[src/rtl/led_pattern_sequencer.sv]
// LED pattern sequencer: samples the 1 Hz divider toggle as data, turns each rising edge
// into a one-cycle tick and steps one of four LED patterns. Optional dimming: LED_PWM_DIM_EN.
module led_pattern_sequencer #(
    parameter int N_LEDS = 8
`ifdef LED_PWM_DIM_EN
    ,
    parameter int unsigned DIM_DUTY = 64
`endif
) (
    input  logic              i_clk,
    input  logic              reset,
    input  logic              clk_1hz,
    input  logic [1:0]        mode,
    input  logic              pause,
    output logic [N_LEDS-1:0] led,
    output logic              tick
);

    typedef enum logic [1:0] {
        MODE_BLINK  = 2'd0,
        MODE_CHASE  = 2'd1,
        MODE_BOUNCE = 2'd2,
        MODE_COUNT  = 2'd3
    } mode_e;

    typedef enum logic {
        DIR_UP   = 1'b0,
        DIR_DOWN = 1'b1
    } dir_e;

    localparam logic [N_LEDS-1:0] LSB_ONLY = {{(N_LEDS-1){1'b0}}, 1'b1};

    logic              sync1_q;
    logic              sync2_q;
    logic              prev_q;
    mode_e             mode_in;
    mode_e             mode_q;
    dir_e              dir_q;
    dir_e              dir_d;
    logic [N_LEDS-1:0] pattern_q;
    logic [N_LEDS-1:0] adv_d;
    logic [N_LEDS-1:0] init_d;

    // clk_1hz is asynchronous; two flops before it is trusted, a third for the edge
    always_ff @(posedge i_clk or posedge reset) begin
        if (reset) begin
            sync1_q <= 1'b0;
            sync2_q <= 1'b0;
            prev_q  <= 1'b0;
        end else begin
            sync1_q <= clk_1hz;
            sync2_q <= sync1_q;
            prev_q  <= sync2_q;
        end
    end

    assign tick    = sync2_q & ~prev_q;
    assign mode_in = mode_e'(mode);

    always_comb begin
        init_d = '0;
        if (mode_in == MODE_CHASE || mode_in == MODE_BOUNCE) begin
            init_d = LSB_ONLY;
        end
    end

    always_comb begin
        adv_d = pattern_q;
        dir_d = dir_q;
        case (mode_q)
            MODE_BLINK: adv_d = ~pattern_q;
            MODE_CHASE: adv_d = {pattern_q[N_LEDS-2:0], pattern_q[N_LEDS-1]};
            MODE_BOUNCE: begin
                // direction flips on arrival at an end bit, so ends never repeat
                if (dir_q == DIR_UP) begin
                    adv_d = pattern_q << 1;
                    if (adv_d[N_LEDS-1]) dir_d = DIR_DOWN;
                end else begin
                    adv_d = pattern_q >> 1;
                    if (adv_d[0]) dir_d = DIR_UP;
                end
            end
            MODE_COUNT: adv_d = pattern_q + LSB_ONLY;
            default:    adv_d = pattern_q;
        endcase
    end

    // a mode change outranks a coincident tick; paused ticks are simply dropped
    always_ff @(posedge i_clk or posedge reset) begin
        if (reset) begin
            mode_q    <= MODE_BLINK;
            pattern_q <= '0;
            dir_q     <= DIR_UP;
        end else begin
            mode_q <= mode_in;
            if (mode_in != mode_q) begin
                pattern_q <= init_d;
                dir_q     <= DIR_UP;
            end else if (tick && !pause) begin
                pattern_q <= adv_d;
                dir_q     <= dir_d;
            end
        end
    end

`ifdef LED_PWM_DIM_EN
    logic [7:0] pwm_cnt_q;
    logic       pwm_on_q;

    always_ff @(posedge i_clk or posedge reset) begin
        if (reset) begin
            pwm_cnt_q <= 8'd0;
            pwm_on_q  <= 1'b0;
        end else begin
            pwm_cnt_q <= pwm_cnt_q + 8'd1;
            pwm_on_q  <= (32'(pwm_cnt_q) < DIM_DUTY);
        end
    end

    assign led = pattern_q & {N_LEDS{pwm_on_q}};
`else
    assign led = pattern_q;
`endif

endmodule

[config.mk]
export PLATFORM = sky130hd
export DESIGN_NAME = led_pattern_sequencer
export DESIGN_NICKNAME = d
export VERILOG_FILES = /design/src/rtl/led_pattern_sequencer.sv
export SDC_FILE = /design/constraint.sdc
export NUM_CORES = 1
export LEC_CHECK = 0
export CELL_PAD_IN_SITES_DETAIL_PLACEMENT = 1
export CELL_PAD_IN_SITES_GLOBAL_PLACEMENT = 2
export CORE_ASPECT_RATIO = 1.1
export CORE_MARGIN = 3
export CORE_UTILIZATION = 35
export CTS_BUF_LIST = sky130_fd_sc_hd__clkbuf_16
export CTS_CLUSTER_SIZE = 10
export DETAILED_ROUTE_END_ITERATION = 16
export PLACE_DENSITY = 0.83
export SLEW_MARGIN = 40
export SYNTH_ARGS = -nofsm -noshare
export SYNTH_HDL_FRONTEND = slang
export SYNTH_SLANG_ARGS = --single-unit
[constraint.sdc]
create_clock -name i_clk -period 3.14 [get_ports i_clk]
set_input_delay 0.471 -clock i_clk [delete_from_list [all_inputs] [get_ports i_clk]]
set_output_delay 0.471 -clock i_clk [all_outputs]
set_load 0.1 [all_outputs]
=== Yosys cells after proc, flatten, opt, wreduce, memory -nomap -nowiden ===
Cells that the tools add are included.

* Logic and storage cells: 34
* Flip-flop bits (word level): 14
* Output and inout bits: 9

* Add/subtract/negate cells: 1
* Equality and inequality tests: 6
* Bitwise gates (word level): 3
* Reductions and logical operators: 7
* Multiplexer cells: 11

{| class="wikitable"
|+ Operators by type and width
! cell !! number
|-
| $pmux W8 S4 || 1
|-
| $mux W8 || 3
|-
| $add A8 B1 Y8 const B || 1
|-
| $not A8 Y8 || 1
|-
| $mux W1 || 7
|-
| $eq A2 B2 Y1 const B || 3
|-
| $eq A2 B1 Y1 const B || 2
|-
| $reduce_bool A2 Y1 || 2
|-
| $logic_not A2 Y1 || 1
|-
| $ne A2 B2 Y1 || 1
|-
| $reduce_and A2 Y1 || 1
|-
| $and A1 B1 Y1 || 1
|-
| $logic_and A1 B1 Y1 || 1
|-
| $logic_not A1 Y1 || 1
|-
| $logic_or A1 B1 Y1 || 1
|-
| $not A1 Y1 || 1
|}

=== Logic depth before layout (Yosys ltp) ===
Gate-level depths: netlist (run 1).

* Depth in word-level cells: 5
* Mapped depth: 6

=== Worst setup path before layout (run 1) ===
OpenSTA, ideal clock, no wires.

* Kind: reg2reg
* From: reg pattern_q[1] (netlist: led[1])
* To: reg pattern_q[2] (netlist: led[2])
* Library setup time: 136 ps
* Required time: 3004 ps
* Cell stages (with the launch flop): 6
* Data arrival time: 2036 ps
* Buffers on the path: 0
* Slack: 968 ps
* Clock period less this slack: 2172 ps
* Cell sequence: dfrtp_1 ha_1 xor2_1 mux4_2 nor2_1 a211oi_1

* Cells in the longest elaborated chain, start to end: 4
* Elaborated cells between the ends (all ways): 5
* Classes of those cells: 1 x add/sub; 4 x mux

{| class="wikitable"
|+ RTL lines
! what !! line !! source
|-
| start: declaration || 40 || <nowiki>logic [N_LEDS-1:0] pattern_q;</nowiki>
|-
| start signal: assignment || 97 || <nowiki>pattern_q <= init_d;</nowiki>
|-
| start signal: assignment || 100 || <nowiki>pattern_q <= adv_d;</nowiki>
|-
| $add A8 B1 Y8 / $mux W8 (equally long branches) || 83, 75 ||
|-
| $pmux W8 S4 (*) || 70 || <nowiki>case (mode_q)</nowiki>
|-
| $mux W8 (*) || 99 || <nowiki>end else if (tick && !pause) begin</nowiki>
|-
| $mux W8 (*) || 96 || <nowiki>if (mode_in != mode_q) begin</nowiki>
|}

Mark *: on every way between the ends. The rest lies on a longest branch, timed or not. The select of a mux whose other input is x is not followed.
A chain may end at the register's enable or synchronous reset.

=== Worst setup path after layout (run 1) ===
* From: in pause
* To: reg pattern_q[0] (netlist: led[0])

* Cells in the longest elaborated chain, start to end: 3

{| class="wikitable"
|+ RTL lines
! what !! line !! source
|-
| start: declaration || 14 || <nowiki>input logic pause,</nowiki>
|-
| $logic_not A1 Y1 || 99 ||
|-
| $logic_and A1 B1 Y1 || 99 ||
|-
| $reduce_bool A2 Y1 (no line) || -- ||
|}

Every way passes these cells.

==> flow_metrics.tcl, run 1 <==
set metrics [dict create \
    cp-start-kind "input pin" \
    yosysSeqAreaShare_pct 35.4 \
    cts_buffers 3 \
    wl_per_cell_um 17.1 \
    ys.flop_type "dfrtp_1" \
    ioPinCount 15 \
    rows 19 \
    async_reset_ff_share_pct 100 \
    tritoncts "yes" \
    routed_wl_um 2480 \
    fin_crit_ns 1.87 \
    path_delay_family "compound AO/OA/AOI/OAI gates" \
    die_h_um 61.8 \
    cap_violations 0 \
    tns_ns 0 \
    synthesis.area_um2 990 \
    place_congestion 0.764 \
    setup_ws_ns 1.27 \
    path_buf_inv 1 \
    synth_fp_nets 110 \
    ctsLongestPathBuffers 2 \
    area_growth_syn_to_layout_pct 18.3 \
    firstDrtPassIters 4 \
    holdPathEnd "sync2_q" \
    path_clk_slew_ns 0.05 \
    clock_latency_ns 0.25 \
    critPathMaxFanout 11 \
    finalCritPeriodShare_pct 59.6 \
    path_cells "clkdlybuf4s50_1, or3b_1, o41a_1, o21ai_1" \
    pre_cts_ws_ns 1.01 \
    fin_nets 122 \
    critPathKind "in -> reg" \
    fp.dieW_um 56.7 \
    synthAdderAreaFrac_pct 1.26 \
    max_freq_mhz 535 \
    worstHoldStart "sync1_q" \
    timing.final.hold_violations 0 \
    grt_pass1_wl_um 4310 \
    hold_path_class "reg -> reg" \
    cts_resized 0 \
    synth.cells.most_frequent "dfrtp_1 (14), a21oi_1 (10), nand2_1 (8)" \
    drt_iter0_markers 14 \
    hold_path_depth 0 \
    p_per_area_mw_per_mm2 475 \
    grt_overflow 0 \
    drc 0 \
    vias 829 \
    dieArea_mm2 0.00350 \
    io_buffers 14 \
    clock-root-buffer "clkbuf_16" \
    cts_hold_buf 0 \
    synth.area.top_cells "dfrtp_1 (35%), a21oi_1 (5.1%), mux4_2 (4.6%), mux2i_1 (4.0%), buf_6 (3.4%)" \
    synthCells 103 \
    grt_usage_pct 16.2 \
    synth_cell_types 42 \
    syn_avg_cell_area_um2 9.61 \
    fin_worst_skew_ns 0.00251 \
    synth_mux_area_share_pct 9.73 \
    synth-compound-area-share_pct 21.4 \
    drive_gt1_share_pct 19.3 \
    synth_top_area_cell "dfrtp_1" \
    synth_seq_cells 14 \
    start_util_pct 38.2 \
    grt_setup_unrepaired "false" \
    htreeDepth 1 \
    cpMaxStageDelayCell "or3b_1" \
    maxSlewViolCount 0 \
    grt_max_degree 22 \
    synth_top_family_by_area "compound AO/OA/AOI/OAI gates" \
    critPathCaptureType "flop" \
    yosys.cell_count.top_type "dfrtp_1" \
    setup-violations-final 0 \
    reg2reg_slack_ns 1.35 \
    ir_drop_uv 331 \
    core-area_mm2 0.00259 \
    n_antenna_cell 0 \
    synthSimpleGateAreaFrac_pct 21.2 \
    clock-sinks 14 \
    arrival_ns 2.04 \
    post_cts_buffers 0 \
    antenna_found_initial 0 \
    r2r_end "led[0]" \
    synth_edf_count 0 \
    synth_top_area_share_pct 35.4 \
    synth_xor_area_share_pct 4.42 \
    ant_nets 0 \
    p_leak_nw 0.473 \
    vias_per_cell 5.72 \
    status "completed" \
    ys_warn_count 0 \
    dp_hpwl_um 1710 \
    slew_headroom_pct 55.4 \
    worstPathRequired_ns 3.31 \
    worst_pin_slew_ns 0.669 \
    grt_pass1_vias 838 \
    ff2ff_path_depth 4 \
    slowest_delay_ns 0.55 \
    worstReg2RegStart "mode_q[0]" \
]
-- layout by cell type (no fill, tap or decap), types with 3 or more instances in the layout --
master and n:
and3_1 3, o21ai_0 5, buf_4 9, clkbuf_16 3, nor2_1 5, a21oi_1 10
nor4_1 3, clkdlybuf4s50_1 5, xnor2_1 3, inv_1 3, dfrtp_1 14, mux2i_1 4
nand2_1 8
-- worst max-delay path by stage --
stage	to	cells after the start	slack, ns	start
3_3_place_gp	led[0]	4	1.04	pause
2_1_floorplan	led[2]	5	0.97	led[1]
6_report	led[0]	4	1.27	pause
5_1_grt	led[0]	4	1.18	pause
3_5_place_dp	led[0]	4	1.01	pause
4_1_cts	led[0]	4	1.26	pause
-- worst reg2reg max path: stages (launching register included) --
cell	delay, ns
dfrtp_1	0.77
nand2b_1	0.34
a21oi_1	0.07
o41a_1	0.41
o21ai_1	0.12
-- cells by family after synthesis --
logic type | count (synthesis)
flops | 14
mux | 7
buf+inv | 10
xor+xnor | 5
compound gates | 31
simple gates | 35
fa+ha+maj | 1
-- metrics by stage --
| step | std cells | utilization (%) | total power (W) | hold WS, ns | cell area, µm² |
|---|---|---|---|---|---|
| 2_1_floorplan | 103 | - | 0.000284 | 0.331 | 990 |
| 3_3_place_gp | 141 | 42.2 | 0.000307 | 0.335 | 1090 |
| 3_5_place_dp | 141 | 42.2 | 0.000309 | 0.350 | 1090 |
| 4_1_cts | 145 | 45.2 | 0.000563 | 0.361 | 1170 |
| 5_1_grt | 145 | 45.2 | 0.000579 | 0.370 | 1170 |
| 6_report | 145 | 45.2 | 0.000556 | 0.357 | 1170 |
-- where the power goes --
group	internal [W]	total, W	switching [W]
registers	0.000188	0.000206	0.0000180
logic	0.0000330	0.0000997	0.0000667
clock network	0.000169	0.000250	0.0000814
-- state kept, by name, summed over array words and instances, names as in the netlist --
signal	cells
led	8
sync2_q	1
prev_q	1
mode_q	2
sync1_q	1
dir_q	1
-- metal layers --
layer  wire length (µm)  global-route usage [%]  part of all wire [%]
met1               1210                    22.2                    49
met2               1150                    25.6                    46
met5                  0                       0                     0
met4                 37                    6.10                   1.5
met3                 82                    3.31                   3.3
-- layout make-up --
class	instances	area, µm²
fill	306	1420
inverter	3	11.3
timing repair buffer	14	118
sequential	14	350
tap	31	38.8
clock inverter	1	3.75
clock buffer	3	75.1
multi-input combinational	79	574
Power figures use the tool's default switching activity.
==> run 2: changes to the inputs <==
CORE_UTILIZATION = 33   (was 35)
PLACE_DENSITY = 0.79   (was 0.83)
clock period = 1.9 ns   (was 3.14 ns; I/O delays follow)
==> flow_metrics.tcl, run 2 (synthesis gave the netlist of run 1 again) <==
set metrics [dict create \
    status "completed" \
    dpl.cell_count 149 \
    ctsLongestPathBuffers 2 \
    grt_overflow 0 \
    final_cell_mix "a21oi_1 (10), dfrtp_1 (9), buf_4 (9)" \
    slew_headroom_pct 61.1 \
    cts_hold_buf 0 \
    worstHoldStart "sync1_q" \
    pre_cts_ws_ns 0.0316 \
    grt_pass1_vias 952 \
    critPathMaxFanout 14 \
    antenna_found_initial 0 \
    layout_commonest_cell "a21oi_1" \
    ioPinCount 15 \
    io_buffers 14 \
    endpoint "led[2]" \
    p_leak_nw 0.512 \
    grt_max_degree 15 \
    core-area_mm2 0.00283 \
    clock-sinks 14 \
    sw_frac_of_total_pct 29.1 \
    cts_resized 0 \
    clock-root-buffer "clkbuf_16" \
    hold_path_class "reg -> reg" \
    largest_register_ffs 8 \
    grt_pass1_wl_um 4680 \
    wl_per_cell_um 17.5 \
    rows 20 \
    fin_nets 128 \
    path_clk_slew_ns 0.05 \
    p_per_area_mw_per_mm2 715 \
    fin_crit_ns 1.68 \
    clock_latency_ns 0.25 \
    dp_hpwl_um 1970 \
    tritoncts "yes" \
    instances_no_fill 153 \
    critPathKind "reg -> reg" \
    arrival_ns 1.78 \
    p_clk_share_pct 43.5 \
    p_switching_w 0.000271 \
    reg2reg_slack_ns 0.22 \
    die_h_um 63.4 \
    worstReg2RegStart "mode_q[1]" \
    place_congestion 0.766 \
    ir_drop_uv 588 \
    setup_ws_ns 0.222 \
    timing.final.hold_violations 0 \
    grt_setup_unrepaired "false" \
    internal_power_w 0.000659 \
    grt_usage_pct 16.5 \
    critPathCaptureType "flop" \
    area_growth_syn_to_layout_pct 31.4 \
    vias 868 \
    n_antenna_cell 0 \
    cp-startpoint "mode_q[1]" \
    drt_iter0_markers 17 \
    worstPathRequired_ns 2.01 \
    tns_ns 0 \
    worst_pin_slew_ns 0.582 \
    ant_nets 0 \
    combPwrFrac_pct 20.1 \
    final_util_pct 46.0 \
    maxSlewViolCount 0 \
    fp.dieW_um 58.2 \
    routed_wl_um 2680 \
    r2r_end "led[2]" \
    drive_gt1_share_pct 27.5 \
    start_util_pct 35.0 \
    firstDrtPassIters 4 \
    cap_violations 0 \
    setup-violations-final 0 \
    sequentialPowerShare_pct 36.5 \
    max_freq_mhz 596 \
    cts_buffers 3 \
    vias_per_cell 5.67 \
    dieArea_mm2 0.00369 \
    post_cts_buffers 0 \
    drc 0 \
    ff2ff_path_depth 4 \
    finalCritPeriodShare_pct 88.3 \
    htreeDepth 1 \
    cp-start-kind "flop" \
    fin_worst_skew_ns 0.00359 \
]
==> run 2: cell types whose count changed in the layout (fill, tap and decap cells not counted) <==
cell,change
buf_12,+6
dfrtp_1,-5
dfrtp_2,+5
==> run 2: routing by layer <==
layer	track usage, %	wire (µm)	up-vias
met5	0	0	-
met4	5.22	18	0
met3	4.30	102	2
met2	28.2	1360	13
met1	19.8	1190	435
li1	-	-	418
==> run 2: through the flow <==
step / hold slack, ns / cell area [µm²] / total power, W
after global routing: 0.376 / 1300 / 0.000974
after global placement: 0.335 / 1220 / 0.000527
after detailed placement: 0.349 / 1220 / 0.000531
after CTS: 0.364 / 1300 / 0.000945
after floorplan: 0.174 / 996 / 0.000470
final: 0.359 / 1300 / 0.000930
==> run 2: how the worst min path moves through the flow <==
stage / to / slack [ns] / cells after the start
2_1_floorplan: dir_q / 0.17 / 1
3_3_place_gp: sync2_q / 0.34 / 0
3_5_place_dp: sync2_q / 0.35 / 0
4_1_cts: sync2_q / 0.36 / 0
5_1_grt: sync2_q / 0.38 / 0
6_report: sync2_q / 0.36 / 0
==> run 2: cell type report <==
| class | count | area (µm²) |
|---|---|---|
| clock buffers | 3 | 75.1 |
| clock inverters | 1 | 3.75 |
| fillers | 330 | 1530 |
| inverters | 3 | 11.3 |
| multi-input cells | 79 | 574 |
| flip-flops and latches | 14 | 357 |
| well taps | 33 | 41.3 |
| repair buffers | 20 | 238 |
==> run 2: power by group through the flow <==
stage | sequential (W) | combinational, W | clock (W)
floorplan | 0.000379 | 0.0000905 | 0
global placement | 0.000342 | 0.000184 | 0
detailed placement | 0.000343 | 0.000188 | 0
CTS | 0.000338 | 0.000189 | 0.000418
global route | 0.000341 | 0.000200 | 0.000433
finish | 0.000339 | 0.000186 | 0.000404
==> run 2: critical path, stage by stage, from the launching register on <==
cell	delay (ns)
dfrtp_1	0.65
buf_4	0.22
mux4_2	0.49
nor2_1	0.12
a211oi_1	0.06
